--- config.mk ---
export PLATFORM = sky130hd
export DESIGN_NAME = sme_multi
export DESIGN_NICKNAME = d
export VERILOG_FILES = /design/src/rtl/sme_multi.sv
export SDC_FILE = /design/constraint.sdc
export NUM_CORES = 1
export LEC_CHECK = 0
export ABC_AREA = 0
export BUFFER_PORTS_ARGS = -buffer_cell sky130_fd_sc_hd__buf_4
export CORE_MARGIN = 5
export CORE_UTILIZATION = 39
export CTS_BUF_LIST = sky130_fd_sc_hd__clkbuf_4 sky130_fd_sc_hd__clkbuf_8
export DETAILED_ROUTE_END_ITERATION = 16
export GPL_TIMING_DRIVEN = 1
export PLACE_DENSITY = 0.6
export SKIP_CTS_REPAIR_TIMING = 1
export SLEW_MARGIN = 5
export SYNTH_ARGS = -nofsm -noshare
export SYNTH_HDL_FRONTEND = slang
export SYNTH_SLANG_ARGS = --single-unit
--- constraint.sdc ---
create_clock -name clk -period 16 [get_ports clk]
set_input_delay 3.2 -clock clk [delete_from_list [all_inputs] [get_ports clk]]
set_output_delay 3.2 -clock clk [all_outputs]
set_load 0.05 [all_outputs]
--- src/rtl/sme_multi.sv ---
// String-matching engine: holds one string, matches patterns with ^ $ . * against it.
// Define SME_NOCASE_EN for case-insensitive literal comparison.
module sme_multi #(
    parameter int CHAR_W  = 8,
    parameter int STR_MAX = 32,
    parameter int PAT_MAX = 8,
    parameter int IDX_W   = $clog2(STR_MAX)
) (
    input  logic              clk,
    input  logic              reset,
    input  logic [CHAR_W-1:0] chardata,
    input  logic              isstring,
    input  logic              ispattern,
    output logic              valid,
    output logic              match,
    output logic [IDX_W-1:0]  match_index,
    output logic              busy
);
    localparam int IW   = IDX_W + 1;
    localparam int PI_W = $clog2(PAT_MAX);
    localparam int PK_W = PI_W + 1;

    typedef enum logic [2:0] {IDLE, LD_STR, LD_PAT, SCAN, SEEK, DONE} state_t;

    state_t            state_q;
    logic [CHAR_W-1:0] str_q [STR_MAX];
    logic [CHAR_W-1:0] pat_q [PAT_MAX];
    logic [IW-1:0]     str_len_q, s_q, t_q;
    logic [PK_W-1:0]   pat_len_q, k_q;
    logic              valid_q, match_q, busy_q;
    logic [IDX_W-1:0]  idx_q;

    logic              caret, dollar, has_star, char_ok, start_ok, end_ok;
    logic [PK_W-1:0]   last, star_pos, p_lo, p_hi, q_lo, q_hi, lo, off;
    logic [IW-1:0]     base, pos;
    logic [IDX_W-1:0]  s_m1;
    logic [CHAR_W-1:0] str_c, pat_c, prev_c;

    function automatic logic [CHAR_W-1:0] fold(input logic [CHAR_W-1:0] c);
`ifdef SME_NOCASE_EN
        if (c >= CHAR_W'(8'h41) && c <= CHAR_W'(8'h5A)) return c | CHAR_W'(8'h20);
`endif
        return c;
    endfunction

    always_comb begin
        last     = pat_len_q - PK_W'(1);
        caret    = (pat_len_q != '0) && (pat_q[0][7:0] == 8'h5E);
        dollar   = (pat_len_q != '0) && (pat_q[last[PI_W-1:0]][7:0] == 8'h24);
        has_star = 1'b0;
        star_pos = '0;
        for (int unsigned i = 0; i < PAT_MAX; i++) begin
            if (!has_star && PK_W'(i) < pat_len_q && pat_q[i][7:0] == 8'h2A) begin
                has_star = 1'b1;
                star_pos = PK_W'(i);
            end
        end
        p_lo = caret ? PK_W'(1) : '0;
        q_hi = dollar ? last : pat_len_q;
        p_hi = has_star ? star_pos : q_hi;
        q_lo = star_pos + PK_W'(1);

        // One compare datapath shared by SCAN (prefix at s) and SEEK (suffix at t)
        if (state_q == SEEK) begin
            base = t_q;
            lo   = q_lo;
        end else begin
            base = s_q;
            lo   = p_lo;
        end
        off      = k_q - lo;
        pos      = base + IW'(off);
        str_c    = str_q[pos[IDX_W-1:0]];
        pat_c    = pat_q[k_q[PI_W-1:0]];
        char_ok  = (pos < str_len_q) && (pat_c[7:0] == 8'h2E || fold(str_c) == fold(pat_c));
        end_ok   = !dollar || pos == str_len_q || (pos < str_len_q && str_c[7:0] == 8'h20);
        s_m1     = s_q[IDX_W-1:0] - IDX_W'(1);
        prev_c   = str_q[s_m1];
        start_ok = !caret || s_q == '0 || prev_c[7:0] == 8'h20;
    end

    always_ff @(posedge clk or posedge reset) begin
        if (reset) begin
            state_q   <= IDLE;
            for (int unsigned i = 0; i < STR_MAX; i++) str_q[i] <= '0;
            for (int unsigned i = 0; i < PAT_MAX; i++) pat_q[i] <= '0;
            str_len_q <= '0;
            pat_len_q <= '0;
            s_q       <= '0;
            t_q       <= '0;
            k_q       <= '0;
            valid_q   <= 1'b0;
            match_q   <= 1'b0;
            idx_q     <= '0;
            busy_q    <= 1'b0;
        end else begin
            valid_q <= 1'b0;
            match_q <= 1'b0;
            idx_q   <= '0;
            case (state_q)
                IDLE: begin
                    if (isstring) begin
                        for (int unsigned i = 0; i < STR_MAX; i++) str_q[i] <= '0;
                        str_q[0]  <= chardata;
                        str_len_q <= IW'(1);
                        state_q   <= LD_STR;
                    end else if (ispattern) begin
                        pat_q[0]  <= chardata;
                        pat_len_q <= PK_W'(1);
                        state_q   <= LD_PAT;
                    end
                end
                LD_STR: begin
                    if (isstring) begin
                        if (str_len_q < IW'(STR_MAX)) begin
                            str_q[str_len_q[IDX_W-1:0]] <= chardata;
                            str_len_q <= str_len_q + IW'(1);
                        end
                    end else if (ispattern) begin
                        pat_q[0]  <= chardata;
                        pat_len_q <= PK_W'(1);
                        state_q   <= LD_PAT;
                    end else begin
                        state_q <= IDLE;
                    end
                end
                LD_PAT: begin
                    if (ispattern) begin
                        if (!isstring && pat_len_q < PK_W'(PAT_MAX)) begin
                            pat_q[pat_len_q[PI_W-1:0]] <= chardata;
                            pat_len_q <= pat_len_q + PK_W'(1);
                        end
                    end else begin
                        state_q <= SCAN;
                        busy_q  <= 1'b1;
                        s_q     <= '0;
                        k_q     <= p_lo;
                    end
                end
                SCAN: begin
                    if (s_q >= str_len_q) begin
                        state_q <= DONE;
                        valid_q <= 1'b1;
                        busy_q  <= 1'b0;
                    end else if (k_q == p_hi) begin
                        if (start_ok && has_star) begin
                            state_q <= SEEK;
                            t_q     <= pos;
                            k_q     <= q_lo;
                        end else if (start_ok && end_ok) begin
                            state_q <= DONE;
                            valid_q <= 1'b1;
                            match_q <= 1'b1;
                            idx_q   <= s_q[IDX_W-1:0];
                            busy_q  <= 1'b0;
                        end else begin
                            s_q <= s_q + IW'(1);
                            k_q <= p_lo;
                        end
                    end else if (char_ok) begin
                        k_q <= k_q + PK_W'(1);
                    end else begin
                        s_q <= s_q + IW'(1);
                        k_q <= p_lo;
                    end
                end
                SEEK: begin
                    // Suffix absent at every t >= s+|P| means it is absent for every later s
                    // too, so exhaustion ends the search instead of rescanning.
                    if (t_q > str_len_q) begin
                        state_q <= DONE;
                        valid_q <= 1'b1;
                        busy_q  <= 1'b0;
                    end else if (k_q == q_hi) begin
                        if (end_ok) begin
                            state_q <= DONE;
                            valid_q <= 1'b1;
                            match_q <= 1'b1;
                            idx_q   <= s_q[IDX_W-1:0];
                            busy_q  <= 1'b0;
                        end else begin
                            t_q <= t_q + IW'(1);
                            k_q <= q_lo;
                        end
                    end else if (char_ok) begin
                        k_q <= k_q + PK_W'(1);
                    end else begin
                        t_q <= t_q + IW'(1);
                        k_q <= q_lo;
                    end
                end
                DONE:    state_q <= IDLE;
                default: state_q <= IDLE;
            endcase
        end
    end

    assign valid       = valid_q;
    assign match       = match_q;
    assign match_index = idx_q;
    assign busy        = busy_q;
endmodule
==> impl_summary.log <==
[metrics] status: complete, no violations
[metrics] worst slew margin relative to its limit: 25.0%
[metrics] kind of path behind the tightest hold check: reg -> reg
[metrics] PD cells: 187 nW/um2
[metrics] CP most frequent cell: sky130_fd_sc_hd__ha_1
[metrics] final setup skew: 34.1 ps
[metrics] routed wire length per instance: 23.1 um
[metrics] clock tree buffer depth: 3
[metrics] post-synthesis register bit count: 357
[metrics] Least-Margin Pin Slew: 1130 ps
[metrics] Worst Slack Setup Final: 7320 ps
[metrics] gp weighted congestion: 0.913
[metrics] number of search-and-repair iterations in the first detailed-routing pass: 5
[metrics] Synthesized Nets: 2106
[metrics] flop-to-flop setup slack: 7320 ps
[metrics] setup repair after global routing missed its margin: false
[metrics] # IOs: 20
[metrics] vertical die dimension: 239 um
[metrics] Critical Path Stages: 29
[metrics] Total Routed Length: 63400 um
[metrics] final-layout fill cell count: 5062
[metrics] dominant synthesized flop cell: sky130_fd_sc_hd__dfrtp_1
[metrics] clk_lat worst skew: 690 ps
[metrics] final hold slack: 526 ps
[metrics] slowest CP cell: sky130_fd_sc_hd__dfrtp_1
[metrics] endpoint of the most critical register-to-register path: t_q[0]
[metrics] Clock Sink Count: 357
[metrics] max_cap viols: 0
[metrics] top area cells in the synthesized netlist: sky130_fd_sc_hd__dfrtp_1 44%, sky130_fd_sc_hd__o21ai_0 7.1%, sky130_fd_sc_hd__nand3_1 6.9%, sky130_fd_sc_hd__mux4_2 6.4%, sky130_fd_sc_hd__mux2_2 5.2%
[metrics] Synth top cells by count: 357 x sky130_fd_sc_hd__dfrtp_1, 291 x sky130_fd_sc_hd__o21ai_0, 282 x sky130_fd_sc_hd__nand3_1
[metrics] Residual DRC: 0
[metrics] final hold violation count: 0
[metrics] placed wire-length estimate after detailed placement: 42700 um
[metrics] CP Class: reg -> reg
[metrics] total number of vias: 16900
[metrics] count of cells along the worst register-to-register path: 29
[metrics] combined area of all synthesized cells: 20500 um2
[metrics] Area Overhead vs Synth: 10.0%
[metrics] count of pins over their slew limit: 0
[metrics] total power after layout: 4.21 mW
[metrics] via count of the first global-routing pass: 16500
[metrics] antenna fix cells: 0
[metrics] share of the yosys chip area belonging to registers: 43.6%
[metrics] end of the critical path: t_q[0]
[metrics] upper clock frequency limit: 0.115 GHz
[metrics] Setup crit start kind: flip-flop
[metrics] share of the synthesized area in the top cell type: 43.6%
[metrics] starting DRC count in detailed routing: 1862
[metrics] mean area per synthesized cell: 9.98 um2
[metrics] final core utilization: 43.1%
[metrics] level count of the clock H-tree: 2
[metrics] ratio of cells with drive above 1 in the final layout: 16.9%
[metrics] Total Nets Final: 2056
[metrics] buffers and inverters on the worst path: 3
[metrics] Initial Utilization: 39.1%
[metrics] reg2reg start: pat_len_q[0]
[metrics] grt total ovfl: 0
[metrics] most common cell in the netlist: sky130_fd_sc_hd__dfrtp_1
[metrics] Setup TNS Final: 0 ps
[metrics] number of antenna violations at the first check in global routing: 2
[metrics] DR vias/cell: 6.15
[metrics] launch point of the critical path: pat_len_q[0]
[metrics] beginning of the worst hold path: pat_q[12]
[metrics] arrival time of the worst setup path: 9240 ps
[metrics] highest cell delay on the worst timing path: 670 ps
[metrics] worst voltage drop across the vdd grid: 0.105 mV
[metrics] Worst Path Required: 16570 ps
[metrics] number of nets still failing antenna checks after routing: 0
[metrics] final non-filler cell area: 22500 um2
[metrics] pin count of the biggest net entering global routing: 128
[metrics] all-layer global routing usage: 22.1%
[metrics] post-layout min period: 8680 ps
[metrics] synth unique cells: 97
[metrics] standard cell core area: 52300 um2
[metrics] dominant cell type by area after synthesis: sky130_fd_sc_hd__dfrtp_1
[metrics] Pleak: 9.45 nW
[metrics] cell at the root of the clock tree: sky130_fd_sc_hd__clkbuf_8
[metrics] crit-path leading delay family: simple AND/OR/NAND/NOR gates
[metrics] Port Buffer Count: 19
[metrics] category of the worst setup path capture point: flip-flop
[metrics] fraction of registers with async set or reset after synthesis: 100%
[metrics] synthesized instance count: 2053
[metrics] largest driver fanout on the critical path: 19
[metrics] final period utilization: 54.2%
[metrics] total CTS buffers: 61
[metrics] width of the chip: 239 um
[metrics] count of flip-flops with a built-in enable after synthesis: 0
[metrics] register clock-pin slew on the reported worst setup and hold paths: 60 ps
[metrics] Post-Layout Cell Count: 2740
[metrics] Die Area: 57200 um2
[metrics] # rows: 84
[metrics] CTS tree: yes
[metrics] count of placed standard cells including taps: 2628
[metrics] placed standard-cell area: 21100 um2
[metrics] post-place setup slack: 7380 ps
[metrics] global-route wire length before repair: 99700 um
[metrics] Synth Warn #: 0
[metrics] count of final setup violators: 0
## flip-flops by register name, indices dropped and copies added (netlist names)
signal / flops
str_len_q: 6
state_q: 3
pat_q: 64
k_q: 4
valid: 1
t_q: 6
busy: 1
s_q: 6
match_index: 5
match: 1
str_q: 256
pat_len_q: 4
## metal layers
| layer | up-vias | GRT usage [%] | share of wire (%) |
|---|---|---|---|
| li1 | 7623 | - | - |
| met1 | 8429 | 30.8 | 44 |
| met2 | 665 | 34.5 | 46 |
| met3 | 131 | 5.16 | 7.7 |
| met4 | 2 | 6.54 | 2.8 |
| met5 | - | 0 | 0.032 |
## where the power goes
| part | internal (mW) | total (mW) | switching (mW) |
|---|---|---|---|
| registers | 1.00 | 1.13 | 0.132 |
| logic | 0.782 | 2.13 | 1.35 |
| clock network | 0.550 | 0.949 | 0.399 |
## how the worst min path moves through the flow
stage	slack [ps]	endpoint	cells past startpoint
after floorplan	470	str_q[101]	2
after detailed placement	510	str_q[96]	2
after CTS	520	str_q[96]	2
after global placement	500	str_q[149]	2
final	530	pat_q[12]	1
after global routing	550	str_q[126]	2
## layout make-up
| type | instances | area [um2] | share of cell area [%] |
|---|---|---|---|
| multi-input cells | 1498 | 10800 | 48.0 |
| flip-flops and latches | 357 | 8930 | 39.6 |
| clock buffers | 100 | 1270 | 5.63 |
| well taps | 688 | 861 | 3.82 |
| repair buffers | 48 | 360 | 1.60 |
| clock inverters | 12 | 156 | 0.694 |
| inverters | 37 | 146 | 0.649 |
## kinds of logic (layout without fill, tap and decap cells)
logic type / Yosys count / count (layout) / synth area share (%)
AO/OA/AOI/OAI: 477 / 477 / 13.8
adder cells (fa/ha/maj): 41 / 41 / 2.58
buffers and inverters: 198 / 197 / 3.87
flip-flops: 357 / 357 / 43.6
XOR/XNOR: 21 / 21 / 0.898
AND/OR/NAND/NOR: 720 / 720 / 19.4
multiplexers: 239 / 239 / 15.8
## cell usage in the layout, fill, tap and decap left out, types with 24 or more instances in the layout
master                       n
sky130_fd_sc_hd__a21oi_1    52
sky130_fd_sc_hd__buf_4      48
sky130_fd_sc_hd__clkbuf_8   83
sky130_fd_sc_hd__dfrtp_1   357
sky130_fd_sc_hd__ha_1       38
sky130_fd_sc_hd__inv_1      29
sky130_fd_sc_hd__mux2_2     94
sky130_fd_sc_hd__mux2i_1    87
sky130_fd_sc_hd__mux4_2     58
sky130_fd_sc_hd__nand2_1   104
sky130_fd_sc_hd__nand3_1   281
sky130_fd_sc_hd__nand3b_1   24
sky130_fd_sc_hd__nor2_1     55
sky130_fd_sc_hd__nor3_1     53
sky130_fd_sc_hd__nor4_1     29
sky130_fd_sc_hd__nor4b_1    32
sky130_fd_sc_hd__o21ai_0   291
## worst reg2reg max path, delay by kind of cell (launching register included)
kind            cells  cell delay (ps)
compound gates     10             2360
simple gates        9             2740
flops               1              670
xor+xnor            2              380
buf+inv             3              910
fa+ha+maj           5             1510
Power figures use the tool's default switching activity.
